[src/rtl/fourbit_divider.sv]
// Sequential unsigned restoring divider: one quotient bit per clock with a
// start/busy/done handshake. A zero divisor short-circuits straight to DONE.
module fourbit_divider #(
  parameter int WIDTH = 4
) (
  input  logic             clk,
  input  logic             rst_n,
  input  logic             start,
  input  logic [WIDTH-1:0] dividend,
  input  logic [WIDTH-1:0] divisor,
  output logic             busy,
  output logic             done,
  output logic [WIDTH-1:0] quotient,
  output logic [WIDTH-1:0] remainder,
  output logic             div_by_zero
);

  localparam int CW = (WIDTH > 2) ? $clog2(WIDTH) : 1;
  localparam logic [CW-1:0] LAST_ITER = CW'(WIDTH - 1);

  typedef enum logic [1:0] {IDLE, CALC, DONE} state_t;

  state_t           state;
  logic [WIDTH-1:0] r;
  logic [WIDTH-1:0] q;
  logic [WIDTH-1:0] d;
  logic [CW-1:0]    count;

  logic [WIDTH:0]   s;
  logic             ge;
  logic [WIDTH-1:0] r_next;
  logic [WIDTH-1:0] q_next;

  // The partial remainder is always below d after a step, so only the shifted
  // value s needs the extra bit; the difference itself fits in WIDTH bits.
  always_comb begin
    s      = {r, q[WIDTH-1]};
    ge     = (s >= {1'b0, d});
    r_next = ge ? (s[WIDTH-1:0] - d) : s[WIDTH-1:0];
    q_next = {q[WIDTH-2:0], ge};
  end

  always_ff @(posedge clk or negedge rst_n) begin
    if (!rst_n) begin
      state       <= IDLE;
      r           <= '0;
      q           <= '0;
      d           <= '0;
      count       <= '0;
      busy        <= 1'b0;
      done        <= 1'b0;
      quotient    <= '0;
      remainder   <= '0;
      div_by_zero <= 1'b0;
    end else begin
      case (state)
        IDLE: begin
          done <= 1'b0;
          if (start) begin
            if (divisor == '0) begin
              quotient    <= '1;
              remainder   <= dividend;
              div_by_zero <= 1'b1;
              done        <= 1'b1;
              state       <= DONE;
            end else begin
              r     <= '0;
              q     <= dividend;
              d     <= divisor;
              count <= '0;
              busy  <= 1'b1;
              state <= CALC;
            end
          end
        end
        CALC: begin
          r     <= r_next;
          q     <= q_next;
          count <= count + 1'b1;
          if (count == LAST_ITER) begin
            quotient    <= q_next;
            remainder   <= r_next;
            div_by_zero <= 1'b0;
            busy        <= 1'b0;
            done        <= 1'b1;
            state       <= DONE;
          end
        end
        DONE: begin
          done  <= 1'b0;
          state <= IDLE;
        end
        default: begin
          busy  <= 1'b0;
          done  <= 1'b0;
          state <= IDLE;
        end
      endcase
    end
  end

endmodule

[config.mk]
export PLATFORM = sky130hd
export DESIGN_NAME = fourbit_divider
export DESIGN_NICKNAME = d
export VERILOG_FILES = /design/src/rtl/fourbit_divider.sv
export SDC_FILE = /design/constraint.sdc
export NUM_CORES = 1
export LEC_CHECK = 0
export CELL_PAD_IN_SITES_DETAIL_PLACEMENT = 0
export CELL_PAD_IN_SITES_GLOBAL_PLACEMENT = 1
export CORE_ASPECT_RATIO = 1.75
export CORE_MARGIN = 2
export CORE_UTILIZATION = 28
export CTS_CLUSTER_SIZE = 16
export DETAILED_ROUTE_END_ITERATION = 6
export GPL_TIMING_DRIVEN = 0
export PLACE_DENSITY_LB_ADDON = 0.2
export RECOVER_POWER = 25
export SETUP_SLACK_MARGIN = 0.3
export SYNTH_ARGS = -nofsm -noshare
export SYNTH_HDL_FRONTEND = slang
export SYNTH_SLANG_ARGS = --single-unit
[constraint.sdc]
create_clock -name clk -period 2.5 [get_ports clk]
set_input_delay 0.375 -clock clk [delete_from_list [all_inputs] [get_ports clk]]
set_output_delay 0.375 -clock clk [all_outputs]
set_load 0.02 [all_outputs]
==> key figures <==
Clock tree
  – CTS hold repair buffers: 0
  – Total CTS buffers: 3
  – Post-cts gate resize count: 0
  – TritonCTS clock tree: done
  – CTS max path bufs: 2
  – Post-CTS Setup Bufs: 0
  – Clock latency on the worst-skew pair: 280 ps
  – Clk pin slew, worst setup/hold paths: 100 ps
  – H-tree depth: 1
  – Clock sinks: 27
  – CTS root buf: clkbuf_8

Drt
  – Drt drc: 0
  – Final WL: 3.49 mm
  – Final antenna-violating net count: 0
  – Avg WL per Cell: 16.3 um
  – DR pass1 iterations: 4
  – Starting DRC count in detailed routing: 36
  – Detail-routed via count per cell: 5.18
  – DR vias: 1109

Timing
  – Final setup viols: 0
  – Final slew viol count: 28
  – Final worst slack: 645 ps
  – Final critical-path share of the clock period: 0.742
  – Slew HR: -0.00931
  – F_max: 0.539 GHz
  – Worst-margin pin slew: 1510 ps
  – Skew final: 10.3 ps
  – Final min period: 1860 ps
  – Setup TNS: 0 ps
  – RSZ-0062 raised after global routing: no
  – Hold Vio Cnt, Final: 0

Synth
  – Async S/R FF share, synth: 1.00
  – Net Count, Synth: 154
  – Synth unique cells: 40
  – Cells after synthesis: 137
  – Synth Flop Type: dfrtp_1
  – Average size of a mapped cell: 10.1 um2
  – Number of storage elements in the synthesis netlist: 27
  – Sequential cell area fraction in the yosys report: 0.487
  – Synth warn: 0
  – Post-synth EDFFs: 0
  – Cell Area, Synth: 0.00139 mm2

Place
  – Input/output buffers: 21
  – Dpl ws: 391 ps
  – Routability congestion estimate: 0.799
  – HPWL Detailed: 2.68 mm

Critical path
  – Crit-path max FO: 5
  – CP Cell Sequence: ha_1 -> inv_1 -> o21a_2 -> or4_4 -> a41oi_2
  – Critical Path Sink Type: flop
  – CP max stage cell: or4_4
  – Crit Path Class: flop to flop
  – CP required: 2690 ps
  – Worst Path Buf+Inv: 1
  – CP top delay family: simple AND/OR/NAND/NOR gates
  – Critical Path AT: 2050 ps
  – Slowest stage delay, CP: 490 ps
  – Critical path launch point type: flop

Finish
  – Commonest non-fill, non-tap cells in the layout: 27 x dfrtp_1, 22 x nand2_1, 20 x clkdlybuf4s50_1
  – Commonest non-fill, non-tap cell in the layout: dfrtp_1
  – Area of the multi-input gates: 637 um2
  – Layout fillers: 508
  – NumNets Final: 180
  – Share of post-route cells with drive strength above 1: 0.117
  – Ant diodes: 0
  – Area grow syn2layout: 22.7%
  – Area occupied by registers: 676 um2

Status
  – Status: finished with violations
  – Failing checks: max-capacitance violations, max-slew violations

Die
  – Rows: 33
  – DIE AREA: 0.00555 mm2
  – Die height: 97.1 um
  – Width of the chip: 57.2 um
  – Core ar.: 0.00471 mm2
  – I/O pin cnt: 22
  – Starting Density: 0.295

GRT
  – Vias in the first global route: 1142
  – Tot GR Track Use: 0.130
  – First-pass GRT wire length: 5.59 mm
  – Initial antenna violation count: 0
  – Total gr overflow: 0
  – Largest net degree at the start of global routing: 28

Power
  – Peak VDD IR: 0.000796 V
  – Power density cells: 1450 mW/mm2
  – PnR Total Power: 2.48 mW
  – Pleak: 0.747 nW

Flow run
  – # Max-Cap Violations: 1

Hold path
  – Hold crit path type: input port to async pin
## cell usage after synthesis, drive strengths merged (2+ instances only)
cell / n / area, um2
nor2: 6 / 22.5
nand3: 3 / 15.0
a41oi: 3 / 33.8
nor4: 2 / 12.5
o22a: 3 / 26.3
o21a: 2 / 16.3
inv: 9 / 33.8
nand4: 2 / 12.5
and2: 3 / 21.3
buf: 5 / 40.0
o211ai: 4 / 30.0
a22oi: 3 / 22.5
nand2: 22 / 82.6
ha: 5 / 62.6
nor3: 2 / 10.0
a21oi: 9 / 45.0
mux2: 2 / 22.5
dfrtp: 27 / 676
o21ai: 8 / 40.0
a21o: 2 / 15.0
nand4b: 2 / 17.5
## layer usage
| metal | GRT usage | part of all wire | up-vias | routed length [um] |
|---|---|---|---|---|
| met4 | 0.0519 | 0.019 | 0 | 66 |
| met2 | 0.224 | 0.54 | 26 | 1880 |
| met3 | 0.0186 | 0.026 | 4 | 92 |
| li1 | - | - | 541 | - |
| met1 | 0.157 | 0.42 | 538 | 1460 |
| met5 | 0 | 0 | - | 0 |
## registers in the layout, summed over array words and instances (netlist names)
| signal | cells |
|---|---|
| done | 1 |
| count | 2 |
| busy | 1 |
| state | 2 |
| r | 4 |
| quotient | 4 |
| remainder | 4 |
| q | 4 |
| div_by_zero | 1 |
| d | 4 |
## cells by family after synthesis
family,Yosys count,share of synthesized area
and+or+nand+nor,48,0.178
xor gates and xnor gates,1,0.00632
AOI/OAI and AO/OA,39,0.199
buffers and inverters,14,0.0532
muxes,2,0.0162
DFF,27,0.487
adders and majority gates,6,0.0596
## path summary, 6_finish.rpt
path                           endpoint   from  slack (ps)  cells past startpoint
setup / recovery           remainder[0]   r[0]         640                      5
hold / removal                     done  rst_n         440                      1
max in group asynchronous  remainder[0]  rst_n        1160                      1
hold reg to reg                    done   done         490                      1
setup reg to reg           remainder[0]   r[0]         640                      5
min in group clk                   done   done         490                      1
## layout make-up
cell class              count  area share
clock buffers               3      0.0243
flip-flops and latches     27       0.397
repair buffers             21       0.120
multi-input cells          96       0.374
well taps                  52      0.0382
plain buffers               5      0.0235
inverters                   9      0.0199
clock inverters             1     0.00294
## power breakdown
part	leakage, nW	internal [mW]	switching (mW)	total, mW
Sequential	0.324	0.649	0.152	0.801
Combinational	0.398	0.643	0.778	1.42
Clock	0.0255	0.112	0.141	0.253
## through the flow
stage	utilization	instance area, um2	cells	hold slack (ps)
6_report	0.362	1700	214	442
5_1_grt	0.362	1700	214	512
4_1_cts	0.363	1710	214	498
3_5_place_dp	0.353	1660	210	474
3_3_place_gp	0.353	1660	210	464
2_1_floorplan	-	1390	137	79.4
## worst register-to-register path: cells and delay by family, from the launching register on
family                     cells  cell delay [ps]
buffers and inverters          1               60
and+or+nand+nor                1              490
adders and majority gates      1              350
DFF                            1              460
AOI/OAI and AO/OA              2              420
Power figures use the tool's default switching activity.
